### src/rtl/riscv_structures.sv
// ---------------------------------------------------------------------------
// riscv_structures
// Shared types for the ALU datapath and its arbiter:
//   alu_op_e      - ALU operation encoding
//   alu_req_t     - packed request payload {in1, in2, op, funct3}
//   F3_*          - compare-select encodings understood by the ALU
//   alu_req_pack  - builds an alu_req_t from its fields
// ---------------------------------------------------------------------------
package riscv_structures;

  typedef enum logic [2:0] {
    ALU_ADD = 3'd0,
    ALU_SUB = 3'd1,
    ALU_AND = 3'd2,
    ALU_OR  = 3'd3,
    ALU_XOR = 3'd4
  } alu_op_e;

  localparam logic [2:0] F3_EQ  = 3'd0;
  localparam logic [2:0] F3_NE  = 3'd1;
  localparam logic [2:0] F3_LTU = 3'd4;

  typedef struct packed {
    logic [31:0] in1;
    logic [31:0] in2;
    alu_op_e     op;
    logic [2:0]  funct3;
  } alu_req_t;

  function automatic alu_req_t alu_req_pack(
    input logic [31:0] in1,
    input logic [31:0] in2,
    input alu_op_e     op,
    input logic [2:0]  funct3
  );
    alu_req_t r;
    r.in1    = in1;
    r.in2    = in2;
    r.op     = op;
    r.funct3 = funct3;
    return r;
  endfunction

endpackage

### src/rtl/alu.sv
// ---------------------------------------------------------------------------
// alu
// Purely combinational ALU slice.
//   in1_i, in2_i : 32-bit operands
//   op_i         : ALU_ADD / ALU_SUB produce a sum / difference (mod 2^32);
//                  every other operation yields 0
//   funct3_i     : compare select (EQ, NE, LTU); other codes yield 0
//   result_o     : arithmetic result
//   cond_o       : compare outcome
// ---------------------------------------------------------------------------
module alu
  import riscv_structures::*;
(
  input  logic [31:0] in1_i,
  input  logic [31:0] in2_i,
  input  alu_op_e     op_i,
  input  logic [2:0]  funct3_i,
  output logic [31:0] result_o,
  output logic        cond_o
);

  // Arithmetic result selection.
  always_comb begin
    result_o = 32'd0;
    case (op_i)
      ALU_ADD: result_o = in1_i + in2_i;
      ALU_SUB: result_o = in1_i - in2_i;
      default: result_o = 32'd0;
    endcase
  end

  // Compare outcome selection.
  always_comb begin
    cond_o = 1'b0;
    case (funct3_i)
      F3_EQ:   cond_o = (in1_i == in2_i);
      F3_NE:   cond_o = (in1_i != in2_i);
      F3_LTU:  cond_o = (in1_i < in2_i);
      default: cond_o = 1'b0;
    endcase
  end

endmodule

### src/rtl/alu_arb_pick.sv
// ---------------------------------------------------------------------------
// alu_arb_pick
// Combinational winner selection for the ALU arbiter. Searches the valid
// vector starting at ptr_i and wrapping at NUM_REQ-1 -> 0; the first set bit
// wins. With ptr_i tied to 0 this is plain lowest-index-first priority.
//   valid_i : request vector
//   ptr_i   : index searched first
//   en_i    : grant permitted this cycle
//   gnt_o   : one-hot grant (all zero when no grant)
//   idx_o   : index of the winner (0 when no grant)
//   any_o   : a grant was issued
// ---------------------------------------------------------------------------
module alu_arb_pick #(
  parameter int NUM_REQ = 2,
  parameter int IDW     = $clog2(NUM_REQ)
) (
  input  logic [NUM_REQ-1:0] valid_i,
  input  logic [IDW-1:0]     ptr_i,
  input  logic               en_i,
  output logic [NUM_REQ-1:0] gnt_o,
  output logic [IDW-1:0]     idx_o,
  output logic               any_o
);

  // Rotating search for the first valid requester at or after ptr_i.
  always_comb begin
    int             cand;
    logic [IDW-1:0] cand_idx;
    logic           found;
    gnt_o    = '0;
    idx_o    = '0;
    any_o    = 1'b0;
    found    = 1'b0;
    cand     = 0;
    cand_idx = '0;
    if (en_i) begin
      for (int k = 0; k < NUM_REQ; k++) begin
        cand = int'(ptr_i) + k;
        if (cand >= NUM_REQ) begin
          cand = cand - NUM_REQ;
        end else begin
          cand = cand;
        end
        cand_idx = IDW'(cand);
        if (!found && valid_i[cand_idx]) begin
          gnt_o[cand_idx] = 1'b1;
          idx_o           = cand_idx;
          found           = 1'b1;
        end else begin
          found = found;
        end
      end
      any_o = found;
    end else begin
      any_o = 1'b0;
    end
  end

endmodule

### src/rtl/alu_arbiter.sv
// ---------------------------------------------------------------------------
// alu_arbiter
// Shares one ALU among NUM_REQ requesters with valid/ready handshakes on both
// sides. A grant is issued only when the single-entry output slot is free
// (empty, or being drained this cycle); the winner's operands go through the
// ALU in the grant cycle and the result is registered one cycle later.
//
// Configuration macro: ALU_ARB_ROUND_ROBIN_EN
//   defined   - rotating priority; pointer moves past each winner
//   undefined - fixed priority, lowest index wins (no pointer register)
//
// Ports
//   clk, rst_n         : clock (rising edge), asynchronous active-low reset
//   req_valid/ready    : per-requester handshake (ready is combinational)
//   req_in1/in2        : per-requester operands
//   req_op/req_funct3  : per-requester operation and compare select
//   rsp_valid/ready    : result handshake
//   rsp_id             : index of requester owning the result
//   rsp_result/cond    : registered ALU result and compare outcome
// ---------------------------------------------------------------------------
module alu_arbiter
  import riscv_structures::*;
#(
  parameter int NUM_REQ = 2,
  parameter int IDW     = $clog2(NUM_REQ)
) (
  input  logic                      clk,
  input  logic                      rst_n,
  input  logic [NUM_REQ-1:0]        req_valid,
  output logic [NUM_REQ-1:0]        req_ready,
  input  logic [NUM_REQ-1:0][31:0]  req_in1,
  input  logic [NUM_REQ-1:0][31:0]  req_in2,
  input  alu_op_e [NUM_REQ-1:0]     req_op,
  input  logic [NUM_REQ-1:0][2:0]   req_funct3,
  output logic                      rsp_valid,
  input  logic                      rsp_ready,
  output logic [IDW-1:0]            rsp_id,
  output logic [31:0]               rsp_result,
  output logic                      rsp_cond
);

  logic               slot_free_s;
  logic               pick_en_s;
  logic [IDW-1:0]     ptr_s;
  logic [NUM_REQ-1:0] gnt_s;
  logic [IDW-1:0]     win_idx_s;
  logic               any_gnt_s;
  alu_req_t           win_req_s;
  logic [31:0]        alu_result_s;
  logic               alu_cond_s;

  logic               rsp_valid_q,  rsp_valid_d;
  logic [IDW-1:0]     rsp_id_q,     rsp_id_d;
  logic [31:0]        rsp_result_q, rsp_result_d;
  logic               rsp_cond_q,   rsp_cond_d;

  // The slot can take a new result when it is empty or drains this cycle.
  // Gating with rst_n keeps every ready low while reset is held.
  assign slot_free_s = !rsp_valid_q || rsp_ready;
  assign pick_en_s   = slot_free_s && rst_n;

  alu_arb_pick #(
    .NUM_REQ (NUM_REQ),
    .IDW     (IDW)
  ) u_pick (
    .valid_i (req_valid),
    .ptr_i   (ptr_s),
    .en_i    (pick_en_s),
    .gnt_o   (gnt_s),
    .idx_o   (win_idx_s),
    .any_o   (any_gnt_s)
  );

  assign req_ready = gnt_s;

  // Steer the granted requester's payload onto the shared ALU.
  always_comb begin
    win_req_s = '0;
    for (int i = 0; i < NUM_REQ; i++) begin
      if (gnt_s[i]) begin
        win_req_s = alu_req_pack(req_in1[i], req_in2[i], req_op[i], req_funct3[i]);
      end else begin
        win_req_s = win_req_s;
      end
    end
  end

  alu u_alu (
    .in1_i    (win_req_s.in1),
    .in2_i    (win_req_s.in2),
    .op_i     (win_req_s.op),
    .funct3_i (win_req_s.funct3),
    .result_o (alu_result_s),
    .cond_o   (alu_cond_s)
  );

  // Output slot next state: load on grant, clear on drain, else hold.
  always_comb begin
    rsp_valid_d  = rsp_valid_q;
    rsp_id_d     = rsp_id_q;
    rsp_result_d = rsp_result_q;
    rsp_cond_d   = rsp_cond_q;
    if (any_gnt_s) begin
      rsp_valid_d  = 1'b1;
      rsp_id_d     = win_idx_s;
      rsp_result_d = alu_result_s;
      rsp_cond_d   = alu_cond_s;
    end else if (rsp_ready) begin
      rsp_valid_d  = 1'b0;
    end else begin
      rsp_valid_d  = rsp_valid_q;
    end
  end

  // Output slot registers.
  always_ff @(posedge clk or negedge rst_n) begin
    if (!rst_n) begin
      rsp_valid_q  <= 1'b0;
      rsp_id_q     <= '0;
      rsp_result_q <= 32'd0;
      rsp_cond_q   <= 1'b0;
    end else begin
      rsp_valid_q  <= rsp_valid_d;
      rsp_id_q     <= rsp_id_d;
      rsp_result_q <= rsp_result_d;
      rsp_cond_q   <= rsp_cond_d;
    end
  end

  assign rsp_valid  = rsp_valid_q;
  assign rsp_id     = rsp_id_q;
  assign rsp_result = rsp_result_q;
  assign rsp_cond   = rsp_cond_q;

`ifdef ALU_ARB_ROUND_ROBIN_EN
  logic [IDW-1:0] ptr_q, ptr_d;

  // Move the pointer just past the winner, wrapping at NUM_REQ-1.
  always_comb begin
    ptr_d = ptr_q;
    if (any_gnt_s) begin
      if (int'(win_idx_s) == NUM_REQ - 1) begin
        ptr_d = '0;
      end else begin
        ptr_d = win_idx_s + IDW'(1);
      end
    end else begin
      ptr_d = ptr_q;
    end
  end

  // Priority pointer register.
  always_ff @(posedge clk or negedge rst_n) begin
    if (!rst_n) begin
      ptr_q <= '0;
    end else begin
      ptr_q <= ptr_d;
    end
  end

  assign ptr_s = ptr_q;
`else
  // Fixed priority: the search always starts at requester 0.
  assign ptr_s = '0;
`endif

endmodule

### config.mk
export PLATFORM = sky130hd
export DESIGN_NAME = alu_arbiter
export DESIGN_NICKNAME = d
export VERILOG_FILES = /design/src/rtl/riscv_structures.sv /design/src/rtl/alu.sv /design/src/rtl/alu_arb_pick.sv /design/src/rtl/alu_arbiter.sv
export SDC_FILE = /design/constraint.sdc
export NUM_CORES = 1
export LEC_CHECK = 0
export CORE_ASPECT_RATIO = 1.75
export CORE_MARGIN = 5
export CORE_UTILIZATION = 40
export CTS_BUF_LIST = sky130_fd_sc_hd__clkbuf_8
export CTS_CLUSTER_DIAMETER = 40
export DETAILED_ROUTE_END_ITERATION = 12
export GPL_TIMING_DRIVEN = 0
export PLACE_DENSITY = 0.77
export SETUP_SLACK_MARGIN = 0.2
export SLEW_MARGIN = 20
export SYNTH_ARGS = -nofsm -noshare
export SYNTH_HDL_FRONTEND = slang
export SYNTH_HIERARCHICAL = 1
export SYNTH_SLANG_ARGS = --single-unit
### constraint.sdc
create_clock -name clk -period 5.7 [get_ports clk]
set_input_delay 1.71 -clock clk [delete_from_list [all_inputs] [get_ports clk]]
set_output_delay 1.71 -clock clk [all_outputs]
set_load 0.02 [all_outputs]
==> Yosys cells after proc, flatten, opt, wreduce, memory -nomap -nowiden <==
Cells that the tools add are included.
{ "op_classes": {"n_addsub": 2, "magnitude_cmp": 5, "eq_ne": 5, "mux": 27, "n_bitwise": 1, "n_reduce_logical": 10} }
{ "ops": {"columns": ["cell", "n"], "rows": [
  ["$mux W70", 2],
  ["$pmux W32 S2", 1],
  ["$add A32 B32 Y32", 1],
  ["$eq A32 B32 Y1", 1],
  ["$lt A32 B32 Y1", 1],
  ["$ne A32 B32 Y1", 1],
  ["$sub A32 B32 Y32", 1],
  ["$mux W1", 17],
  ["$mux W2", 4],
  ["$eq A3 B1 Y1 const B", 2],
  ["$logic_not A3 Y1", 2],
  ["$logic_and A1 B1 Y1", 4],
  ["$lt A1 B2 Y1 const B", 2],
  ["$eq A3 B3 Y1 const B", 1],
  ["$pmux W1 S3", 1],
  ["$demux W1 S1", 2],
  ["$ge A1 B1 Y1 const B", 2],
  ["$logic_not A1 Y1", 2],
  ["$or A2 B2 Y2", 1],
  ["$reduce_bool A2 Y1", 1],
  ["$logic_or A1 B1 Y1", 1]
]} }
{ "word_totals": {"register_bits": 35, "inputBits": 145, "output_inout_bits": 37, "word_cells": 54} }

==> Logic depth before layout (Yosys ltp) <==
Gate-level depths: netlist (run 1).
{ "depth": {"word_depth": 17, "ltp_mapped": 21, "depth_no_buf": 18} }

==> Cells and area by module <==
The synthesis (run 1) kept the hierarchy.
{ "by_module_without_submodules": {"columns": ["mod", "instances", "cells_each", "area_each_um2", "seq_area_each_um2"], "rows": [
  ["alu", 1, 623, 4012.6, 0.0],
  ["alu_arbiter", 1, 168, 2029.4, 875.8],
  ["alu_arb_pick", 1, 7, 33.8, 0.0]
]} }

==> Worst setup path after synthesis (run 1) <==
No wires, ideal clock.
{ "synth_timing": {"path_type": "in2reg", "from": "input port rsp_ready", "to": "register rsp_result_q[31] (netlist: rsp_result[31])", "setup_ps": 128, "arrival_ps": 5545, "t_required_ps": 5572, "slack_ps": 27, "path_stages": 19, "path_buffers": 2, "path_cell_list": "nand2b_1 -> and2_1 -> nand2_1 -> a21oi_1 -> nor2b_2 -> buf_6 -> buf_2 -> a22o_1 -> inv_1 -> ha_1 -> or2b_1 -> a211oi_1 -> o21ai_1 -> a311oi_2 -> o311ai_1 -> a221o_1 -> a31oi_1 -> mux2i_1 -> mux2_1"} }
{ "synth_lines": {"columns": ["element", "line_no", "source"], "rows": [
  ["start, declared", "alu_arbiter.sv:36", "input logic rsp_ready,"],
  ["end signal, assigned", "alu_arbiter.sv:125", "rsp_result_q <= rsp_result_d;"],
  ["end, declared", "alu_arbiter.sv:54", "logic [31:0] rsp_result_q, rsp_result_d;"]
]} }

==> results.tsv, run 1 <==
metric	value	unit
antenna_found_initial	1	
skew	0.007070	ns
whs_path_depth	1	
maxCapViolations	0	
cts.reportedPaths.clkPinSlew	0.07	ns
drv_slew	0	
grt_max_degree	18	
irDropWorstVdd	0.1724	mV
grt_pass1_wl	40610	um
syn-cell-area	6076	um^2
arrival	5.67	ns
nFillCells	1115	
power.total	1.808	mW
globalplace.congestion	1.000	
reg2reg_from	rsp_valid	
hold_path_class	flop to flop	
multiInputGateArea	5515	um^2
drive_gt1_frac	0.2539	
clockRootBuffer	clkbuf_8	
drtAntennaViolNets	0	
setup_viol_count_final	0	
min_period	5.429	ns
final_cell_mix	176 x clkdlybuf4s50_1, 78 x buf_4, 69 x nor2_1, 63 x inv_1, 56 x a22o_1	
switching_power	0.7979	mW
slew_headroom	0.4599	
ys_top_cells_by_area	dfrtp_1 14%, ha_1 13%, a22o_1 9.8%	
area_growth	66.31	%
synth_top_cell_area_share	0.1442	
endpoint_kind	flop	
rr_worst_depth	20	
status	completed	
core	14910	um^2
cts_buffers	5	
internal-power	1.010	mW
drt-vias-per-instance	6.196	
pin_count	182	
switching_share	0.4414	
dr.first_iter.drc_count	505	
synth-seq-cells	35	
cellPowerDensity	178.9	nW/um^2
p_leak	4.381	nW
cts_tree	built	
mostFrequentLayoutCell	clkdlybuf4s50_1	
grt_pass1_vias	7891	
htreeDepth	2	
synth_seq_area_share	0.1442	
grt_use_total	0.2895	
fin_nets	1288	
power_frac_seq	0.192	
route.vias.total	7825	
setup.worst_path.start_class	input port	
p_comb_frac	0.714	
yosys_warnings	6	
synth_ff_type	dfrtp_1	
die-area	17850	um^2
hold_viol_final	0	
wl_per_cell	21.87	um
synth-edff-count	0	
pwr-share-clk	0.094	
rsz0062_at_grt	no	
fmax	184.2	MHz
cp_max_fo	5	
syn_inst	798	
clock-sinks	35	
drt_wl_total	27630	um
finalCritPeriodShare	0.9524	
die_height	173.0	um
syn_avg_cell_area	7.614	um^2
seqCellArea	875.8	um^2
clk_latency	0.29	ns
synth_top_area_cell	dfrtp_1	
route.detailed.drc	0	
cp.required	5.94	ns
die_x	103.2	um
netlist-cell-type-count	75	
min_from	rsp_result[5]	
rows	59	
grt-ovfl-total	0	
setup_tns	0	ns
crit_type	input port to flop	
drt_first_pass_iters	7	
async_flop_share	1.000	
cp-startpoint	rst_n	
worst_pin_slew	0.8101	ns
clockBufferDepth	2	
dp_hpwl	19440	um
numPortBuffers	181	
start_util	0.4075	
-- through the flow --
| stage | std cells | setup slack, ns | utilization | hold WS [ns] | cell area, um^2 |
|---|---|---|---|---|---|
| 6_report | 1263 | 0.2712 | 0.6776 | 0.4902 | 10100 |
| 3_3_place_gp | 1163 | -2.356 | 0.5451 | 0.4684 | 8129 |
| 4_1_cts | 1237 | 0.2030 | 0.6387 | 0.4896 | 9524 |
| 5_1_grt | 1263 | 0.1775 | 0.6776 | 0.5060 | 10100 |
| 3_5_place_dp | 1164 | -1.138 | 0.5461 | 0.4737 | 8144 |
| 2_1_floorplan | 799 | 0.2177 | - | 0.6095 | 6088 |
-- cell usage after synthesis, types with 8 or more instances --
master,instances
nand3_1,16
or3_1,8
o21ai_0,32
o31ai_1,10
nor2b_1,10
o21bai_1,16
nor3_1,23
mux2_1,34
nand2b_1,12
a22o_1,68
inv_1,64
a211oi_1,17
a31oi_1,17
a21o_1,9
clkbuf_1,27
nand2_1,38
dfrtp_1,35
ha_1,63
buf_2,13
a21oi_1,69
nor2_1,75
xnor2_1,16
o21a_1,10
-- flip-flops by register name, indices dropped and copies added, names as in the netlist --
signal      flops
rsp_id          1
rsp_valid       1
rsp_cond        1
rsp_result     32
-- cell families after synthesis --
kind of cell	Yosys count	synth area share
AO/OA/AOI/OAI	305	0.3670
AND/OR/NAND/NOR	219	0.1755
buffers and inverters	118	0.08237
adder cells (fa/ha/maj)	65	0.1363
multiplexers	38	0.06961
flip-flops	35	0.1442
XOR/XNOR	17	0.02451
other	1	0.0006172
-- critical path, stage by stage --
cell and delay (ns):
buf_12 0.11, buf_12 0.12, and2_4 0.16, nand2_4 0.07, a21oi_4 0.04, buf_4 0.14
buf_4 0.13, buf_6 0.15, buf_12 0.14, a22o_4 0.28, ha_4 0.28, or2b_4 0.28
a211oi_4 0.34, o21ai_2 0.10, a311oi_2 0.39, o311ai_2 0.13, a221o_1 0.35, a31oi_2 0.22
mux2i_2 0.33, mux2_4 0.20
-- power groups by stage --
stage	combinational, mW	clock [mW]	sequential (mW)
after CTS	1.18	0.173	0.345
after detailed placement	0.989	0	0.349
after global routing	1.36	0.184	0.354
after global placement	0.975	0	0.345
final	1.29	0.170	0.347
after floorplan	0.489	0	0.426
-- path summary, 6_finish.rpt --
| check | endpoint | slack [ns] |
|---|---|---|
| min reg2reg | rsp_result[5] | 0.49 |
| max reg2reg | rsp_result[31] | 1.44 |
| min | rsp_result[5] | 0.49 |
| min in group asynchronous | rsp_result[9] | 1.28 |
| max in group asynchronous | rsp_result[11] | 3.99 |
| max | rsp_result[31] | 0.27 |
-- repair_timing --
action | in CTS | in global routing
pin swaps | 49 | 36
gates resized for setup | 163 | 79
hold buffers | 0 | 0
setup endpoints to repair | 27 | 25
cloned | 5 | 2
buffers inserted | 60 | 23
-- area by class of cell --
| cell class | count | share of cell area |
|---|---|---|
| multi-input cells | 646 | 0.5458 |
| repair buffers | 272 | 0.2673 |
| flip-flops and latches | 35 | 0.08668 |
| plain buffers | 48 | 0.04173 |
| inverters | 70 | 0.02749 |
| well taps | 183 | 0.02266 |
| clock buffers | 5 | 0.006810 |
| clock inverters | 3 | 0.001238 |
| diodes | 1 | 0.0002476 |
-- routing by layer --
layer / wire length, um / GRT usage / part of all wire
met5: 0 / 0 / 0
met4: 2756 / 0.2058 / 0.10
met3: 1837 / 0.03347 / 0.066
met2: 14440 / 0.5380 / 0.52
met1: 8594 / 0.2798 / 0.31
Power figures use the tool's default switching activity.
==> inputs of run 2 (changes only) <==
CAP_MARGIN = 5   (was not set)
CTS_CLUSTER_SIZE = 40   (was not set)
==> results of run 2 <==
Final layout, timing and power as in run 1 (identical DEF).
